===== src/rtl/regfile_scoreboard.sv =====
// Three-read/one-write register file with a per-register busy scoreboard.
// The hazard unit stalls on busyN; BYPASS forwards same-cycle writes to the read ports.
module regfile_scoreboard #(
  parameter int DATA_W   = 32,
  parameter int ADDR_W   = 5,
  parameter int ZERO_REG = 1,
  parameter int BYPASS   = 1
) (
  input  logic              clk,
  input  logic              reset,
  input  logic              regWrite,
  input  logic [ADDR_W-1:0] writeReg,
  input  logic [DATA_W-1:0] writeData,
  input  logic [ADDR_W-1:0] readReg1,
  input  logic [ADDR_W-1:0] readReg2,
  input  logic [ADDR_W-1:0] readRegExtra,
  output logic [DATA_W-1:0] readData1,
  output logic [DATA_W-1:0] readData2,
  output logic [DATA_W-1:0] readDataExtra,
  input  logic              reserve,
  input  logic [ADDR_W-1:0] reserveReg,
  input  logic              flush,
  output logic              busy1,
  output logic              busy2,
  output logic              busyExtra,
  output logic              anyBusy
);

  localparam int DEPTH = 1 << ADDR_W;

  logic [DATA_W-1:0] regs [DEPTH];
  logic [DEPTH-1:0]  busy;
  logic [DEPTH-1:0]  next_busy;
  logic              write_en;
  logic              reserve_en;

  assign write_en   = regWrite && !((ZERO_REG != 0) && (writeReg == '0));
  assign reserve_en = reserve && !((ZERO_REG != 0) && (reserveReg == '0));

  always_ff @(posedge clk or posedge reset) begin
    if (reset) begin
      for (int i = 0; i < DEPTH; i++) regs[i] <= '0;
    end else if (write_en) begin
      regs[writeReg] <= writeData;
    end
  end

  // Reserve is applied after the write-clear so a new producer wins over a retiring one.
  always_comb begin
    next_busy = busy;
    if (flush) begin
      next_busy = '0;
    end else begin
      if (write_en)   next_busy[writeReg]   = 1'b0;
      if (reserve_en) next_busy[reserveReg] = 1'b1;
    end
  end

  always_ff @(posedge clk or posedge reset) begin
    if (reset) busy <= '0;
    else       busy <= next_busy;
  end

  // Reset also masks the bypass path so every read port shows zero while reset is held.
  function automatic logic [DATA_W-1:0] read_mux(
    input logic [ADDR_W-1:0] addr,
    input logic [DATA_W-1:0] stored,
    input logic              rst_now,
    input logic              wr_en,
    input logic [ADDR_W-1:0] wr_addr,
    input logic [DATA_W-1:0] wr_data
  );
    logic [DATA_W-1:0] value;
    value = stored;
    if ((BYPASS != 0) && wr_en && (wr_addr == addr)) value = wr_data;
    if (rst_now || ((ZERO_REG != 0) && (addr == '0))) value = '0;
    return value;
  endfunction

  logic [DATA_W-1:0] stored1;
  logic [DATA_W-1:0] stored2;
  logic [DATA_W-1:0] stored_extra;

  assign stored1      = regs[readReg1];
  assign stored2      = regs[readReg2];
  assign stored_extra = regs[readRegExtra];

  assign readData1     = read_mux(readReg1, stored1, reset, regWrite, writeReg, writeData);
  assign readData2     = read_mux(readReg2, stored2, reset, regWrite, writeReg, writeData);
  assign readDataExtra = read_mux(readRegExtra, stored_extra, reset, regWrite, writeReg, writeData);

  assign busy1     = busy[readReg1];
  assign busy2     = busy[readReg2];
  assign busyExtra = busy[readRegExtra];
  assign anyBusy   = |busy;

endmodule


===== config.mk =====
export PLATFORM = sky130hd
export DESIGN_NAME = regfile_scoreboard
export DESIGN_NICKNAME = d
export VERILOG_FILES = /design/src/rtl/regfile_scoreboard.sv
export SDC_FILE = /design/constraint.sdc
export NUM_CORES = 2
export LEC_CHECK = 0
export BUFFER_PORTS_ARGS = -buffer_cell sky130_fd_sc_hd__buf_4
export CAP_MARGIN = 20
export CELL_PAD_IN_SITES_DETAIL_PLACEMENT = 0
export CELL_PAD_IN_SITES_GLOBAL_PLACEMENT = 1
export CORE_ASPECT_RATIO = 0.5
export CORE_MARGIN = 5
export CORE_UTILIZATION = 45
export CTS_BUF_LIST = sky130_fd_sc_hd__clkbuf_4 sky130_fd_sc_hd__clkbuf_8
export DETAILED_ROUTE_END_ITERATION = 16
export HOLD_SLACK_MARGIN = 0.03
export PLACE_DENSITY = 0.76
export SLEW_MARGIN = 20
export SYNTH_ARGS = -nofsm -noshare
export SYNTH_HDL_FRONTEND = slang
export SYNTH_SLANG_ARGS = --single-unit

===== constraint.sdc =====
create_clock -name clk -period 38.7 [get_ports clk]
set_input_delay 3.87 -clock clk [delete_from_list [all_inputs] [get_ports clk]]
set_output_delay 3.87 -clock clk [all_outputs]
set_load 0.01 [all_outputs]

* Word level (Yosys, flattened, before mapping)
Index checks and enable logic that the tools add are counted.
Storage, ports and cells: output and inout port bits 100, logic and storage cells 106, bits of input ports 62, bits in registers 1056
Cells by class: bitwise gates (word level) 7, magnitude comparators 12, equal/unequal tests 3, reductions and logical operators 19, muxes and demuxes 32
Operator list (count):
- bitwise mux 1024 bit | 1
- 2-to-1 mux 32 bit | 17
- binary-select mux 32 bit (select 5 bit) | 3
- demux 32 bit (select 5 bit) | 1
- bitwise AND 32 bit | 1
- NOT 32 bit | 1
- OR 32 bit | 1
- OR reduction 32 bit | 1
- < comparator 5 x 6 -> 1 bit, second input constant | 5
- logical NOT 5 bit | 5
- >= comparator 6 bit, second input constant | 4
- NOT 5 -> 6 bit | 4
- binary-select mux 1 bit (select 5 bit) | 3
- == test 5 bit | 3
- demux 1 bit (select 5 bit) | 2
- >= comparator 5 x 1 -> 1 bit, second input constant | 2
- logical AND 1 bit | 8
- < comparator 6 x 1 -> 1 bit, second input constant | 1
- 2-to-1 mux 1 bit | 5
- logical OR 1 bit | 3
- logical NOT 1 bit | 2

* Depth between registers and ports, before layout
depth in word-level cells 11, mapped depth 9, gate-level depth less buffers 5

* Worst setup path before layout
No wires, ideal clock.
kind input to output, from input port reset, to output port readDataExtra[0], data arrival time 29.742 ns, data required time 34.830 ns, slack 5.088 ns, stages 5, buffers on the path 1, cells stage by stage inv_1 o41ai_2 nor3b_1 clkbuf_1 a221o_1
Between the ends: cells in the longest elaborated chain, start to end 2
RTL lines:
- start, declared | line 10 | input logic reset,
- logical OR 1 bit | line 76 | if (rst_now || ((ZERO_REG != 0) && (addr == '0))) value = '0;
- 2-to-1 mux 32 bit | line 76
- end, declared | line 19 | output logic [DATA_W-1:0] readDataExtra,
No other way between the ends.

* Worst setup path after layout
from input port readReg2[0], to output port readData2[25]
Between the ends: cells in the longest elaborated chain, start to end 6, elaborated cells between the ends (all ways) 10, those cells by class eq/ne (1); mux (5); bitwise (1); reduce/logical (3)
RTL lines:
- start, declared | line 15 | input logic [ADDR_W-1:0] readReg2,
- NOT 5 -> 6 bit (implied by the code) | line 85 | assign stored2 = regs[readReg2];
- binary-select mux 32 bit (select 5 bit) | line 85
- 2-to-1 mux 32 bit (implied by the code) (2 in series) | line 85
- 2-to-1 mux 32 bit | line 75 | if ((BYPASS != 0) && wr_en && (wr_addr == addr)) value = wr_data;
- 2-to-1 mux 32 bit (*) | line 76
- end, declared | line 18 | output logic [DATA_W-1:0] readData2,
Every way passes the cells marked *; elsewhere a longest branch is shown, timed or not. The select of a mux whose other input is x is not followed.

==> flow_summary.ini <==
[global_routing]
grt_max_degree = 185
antenna_found_initial = 10
grt_first_pass_wirelength_um = 344000
grt_pass1_vias = 49500
grt_usage_pct = 30.2
gr-total-overflow = 0

[detailed_routing]
via_count = 48600
vias_per_cell = 7.16
drtPass1Iterations = 7
ant_nets = 0
wl_um = 237000
wl_per_cell_um = 34.9
drtIter0Drc = 6707
drc = 0

[clock_network]
root_buffer = clkbuf_8
cts_max_level = 4
clockBufferDepth = 3
cts.clk_slew.worst_paths_ns = 0.06
post_cts_buffers = 0
clk_latency_ns = 0.92
clock-sinks = 1056
cts_tree = yes
post_cts_resized = 0
ctsHoldBuffers = 0
cts_made_buffers = 169

[critical_path]
setup.worst_path.start_class = primary input
crit_type = in -> out
rr_worst_depth = 3
worstPathCellList = buf_8 -> buf_4 -> buf_4 -> buf_4 -> buf_4 -> mux4_2 -> a22oi_1 -> nand3_1 -> a32o_1 -> buf_4
slowest_stage = buf_4
max_stage_delay_ns = 0.91
path_max_fanout = 76
cp-end-kind = output port
cp_common_cell = buf_4
required_ns = 34.83
arrival_ns = 9.26

[pwr]
switchingPower_uw = 1040
pwr-share-clk_pct = 31.1
pwr-share-comb_pct = 24.0
leakage_uw = 0.0307
pwr-share-seq_pct = 44.8
p_int_uw = 2330
ir_worst_vdd_mv = 0.0281
p_per_area_nw_per_um2 = 47.0
p_sw_share_pct = 30.8

[worst_hold_path]
hp-class = reg -> reg
min_path_cells = 0

[placement]
dp.final_hpwl_um = 128000
portBuffers = 161
gp_congestion = 0.859

[synthesis]
syn-cell-area_um2 = 65800
ys_warn_count = 0
ys_async_sr_fraction_pct = 100
synth-seq-cells = 1056
syn_inst = 4831
synth-edff-count = 0
synth_ff_type = dfrtp_1
yosysMostFrequentCell = dfrtp_1
synth_top_cell_by_area = dfrtp_1
seq_area_frac_synth_pct = 40.1
synth.distinct_cells = 55
synthTopCellsByCount = 1056 x dfrtp_1, 975 x mux2_2, 599 x mux4_2, 456 x mux2i_1, 285 x clkbuf_1
synth_top_area_share_pct = 40.1
synth_fp_nets = 4893
synthTopCellsByArea = dfrtp_1 40%, mux4_2 20%, mux2_2 17%
syn_area_per_cell_um2 = 13.6

[sta]
fmax_mhz = 76.2
min_period_over_period_pct = 33.9
setup_viol = 0
relSlewSlack_pct = 16.3
tns_ns = 0
worstMarginPinSlew_ns = 1.25
hold_viol = 0
drv_slew = 0
finalCriticalPeriod_ns = 13.13
grt_setup_unrepaired = false
skew_ns = 0

[floorplan]
die-height_um = 280
core_area_um2 = 146000
rows = 99
start_util_pct = 45.2
die_area_um2 = 155000
ios = 162
fp.dieW_um = 551

[cells_and_area]
area_growth_pct = 9.07
fin_util_pct = 49.3
final-seq-area_um2 = 26400
num-nets-final = 4743
multi_input_comb_area_um2 = 37100
fill_cells = 12400
drive_gt1_share_pct = 45.6

[run]
cap_violations = 0

[status]
outcome = finished, final reports clean
state kept, by name, summed over array words and instances (netlist names):
name and count:
busy 32, regs 1024
critical path: cells and delay by family:
kind / cells / cell delay (ns)
buffers and inverters: 6 / 4.01
muxes: 1 / 0.59
AOI/OAI and AO/OA: 2 / 0.54
and+or+nand+nor: 1 / 0.11
metal layers:
layer	part of all wire [%]	GRT usage, %
met1	39	40.5
met2	45	45.0
met3	12	9.00
met4	5.1	15.2
met5	0.0055	0
worst paths after layout:
| check | start | end | slack (ns) |
|---|---|---|---|
| min in group asynchronous | reset | busy[23] | 3.15 |
| worst max register to register | busy[25] | busy[25] | 37.75 |
| worst min register to register | regs[1013] | regs[1013] | 0.42 |
| worst max-delay path | readReg2[0] | readData2[25] | 25.57 |
| max in group asynchronous | reset | regs[167] | 32.78 |
| worst min-delay path | regs[1013] | regs[1013] | 0.42 |
cell families after synthesis:
family,Yosys count,share of synthesized area [%]
DFF,1056,40.1
xor gates and xnor gates,15,0.200
and+or+nand+nor,360,2.80
buffers and inverters,585,3.98
AOI/OAI and AO/OA,783,8.75
muxes,2032,44.1
final cells by class:
| type | instances | area share (%) |
|---|---|---|
| Clock buffer | 269 | 4.74 |
| Timing Repair Buffer | 256 | 2.95 |
| Antenna cell | 7 | 0.0244 |
| Tap cell | 1969 | 3.43 |
| Inverter | 8 | 0.0558 |
| Sequential cell | 1056 | 36.8 |
| Clock inverter | 34 | 0.303 |
| Multi-Input combinational cell | 3190 | 51.7 |
cells in the final DEF (no fill, tap or decap), types with 6 or more instances in the layout:
cell type,Yosys,routed
a22oi_1,144,144
a32o_1,32,32
mux2_2,975,975
nand2_4,0,14
a221o_1,31,31
nand2b_1,6,6
buf_4,21,234
clkbuf_8,0,223
xnor2_1,13,13
a221oi_1,125,125
nand3b_1,6,6
clkbuf_4,0,48
diode_2,0,7
a21oi_1,133,133
nor4_1,8,8
o21ai_0,65,64
clkinv_2,0,25
nor2_1,85,66
nor2_4,0,19
nand3_1,53,53
o22ai_1,33,33
clkinvlp_4,0,6
nor3_1,8,8
a211oi_1,99,99
nand2_1,91,78
nor2b_1,70,67
a31oi_1,7,7
buf_6,10,7
mux2i_1,456,456
o221ai_1,38,38
mux4_2,599,599
o21bai_1,32,32
dfrtp_1,1056,1056
a211o_1,31,31
power by group through the flow:
stage	combinational (µW)	clock, µW	sequential [µW]
floorplan	637	0	1450
global placement	783	0	1500
detailed placement	803	0	1520
CTS	805	1060	1500
global route	864	1110	1540
finish	811	1050	1510
stage by stage:
stage          hold slack, ns  instance area [µm²]  total power, µW  cells  setup slack (ns)
2_1_floorplan           0.458                65800             2090   4831              5.00
3_3_place_gp            0.394                68000             2280   6475             25.52
3_5_place_dp            0.404                68100             2320   6476             25.45
4_1_cts                 0.418                71700             3370   6779             25.47
5_1_grt                 0.430                71800             3510   6788             25.18
6_report                0.421                71800             3380   6789             25.57
Note: power is estimated with default switching activity, not from simulation.
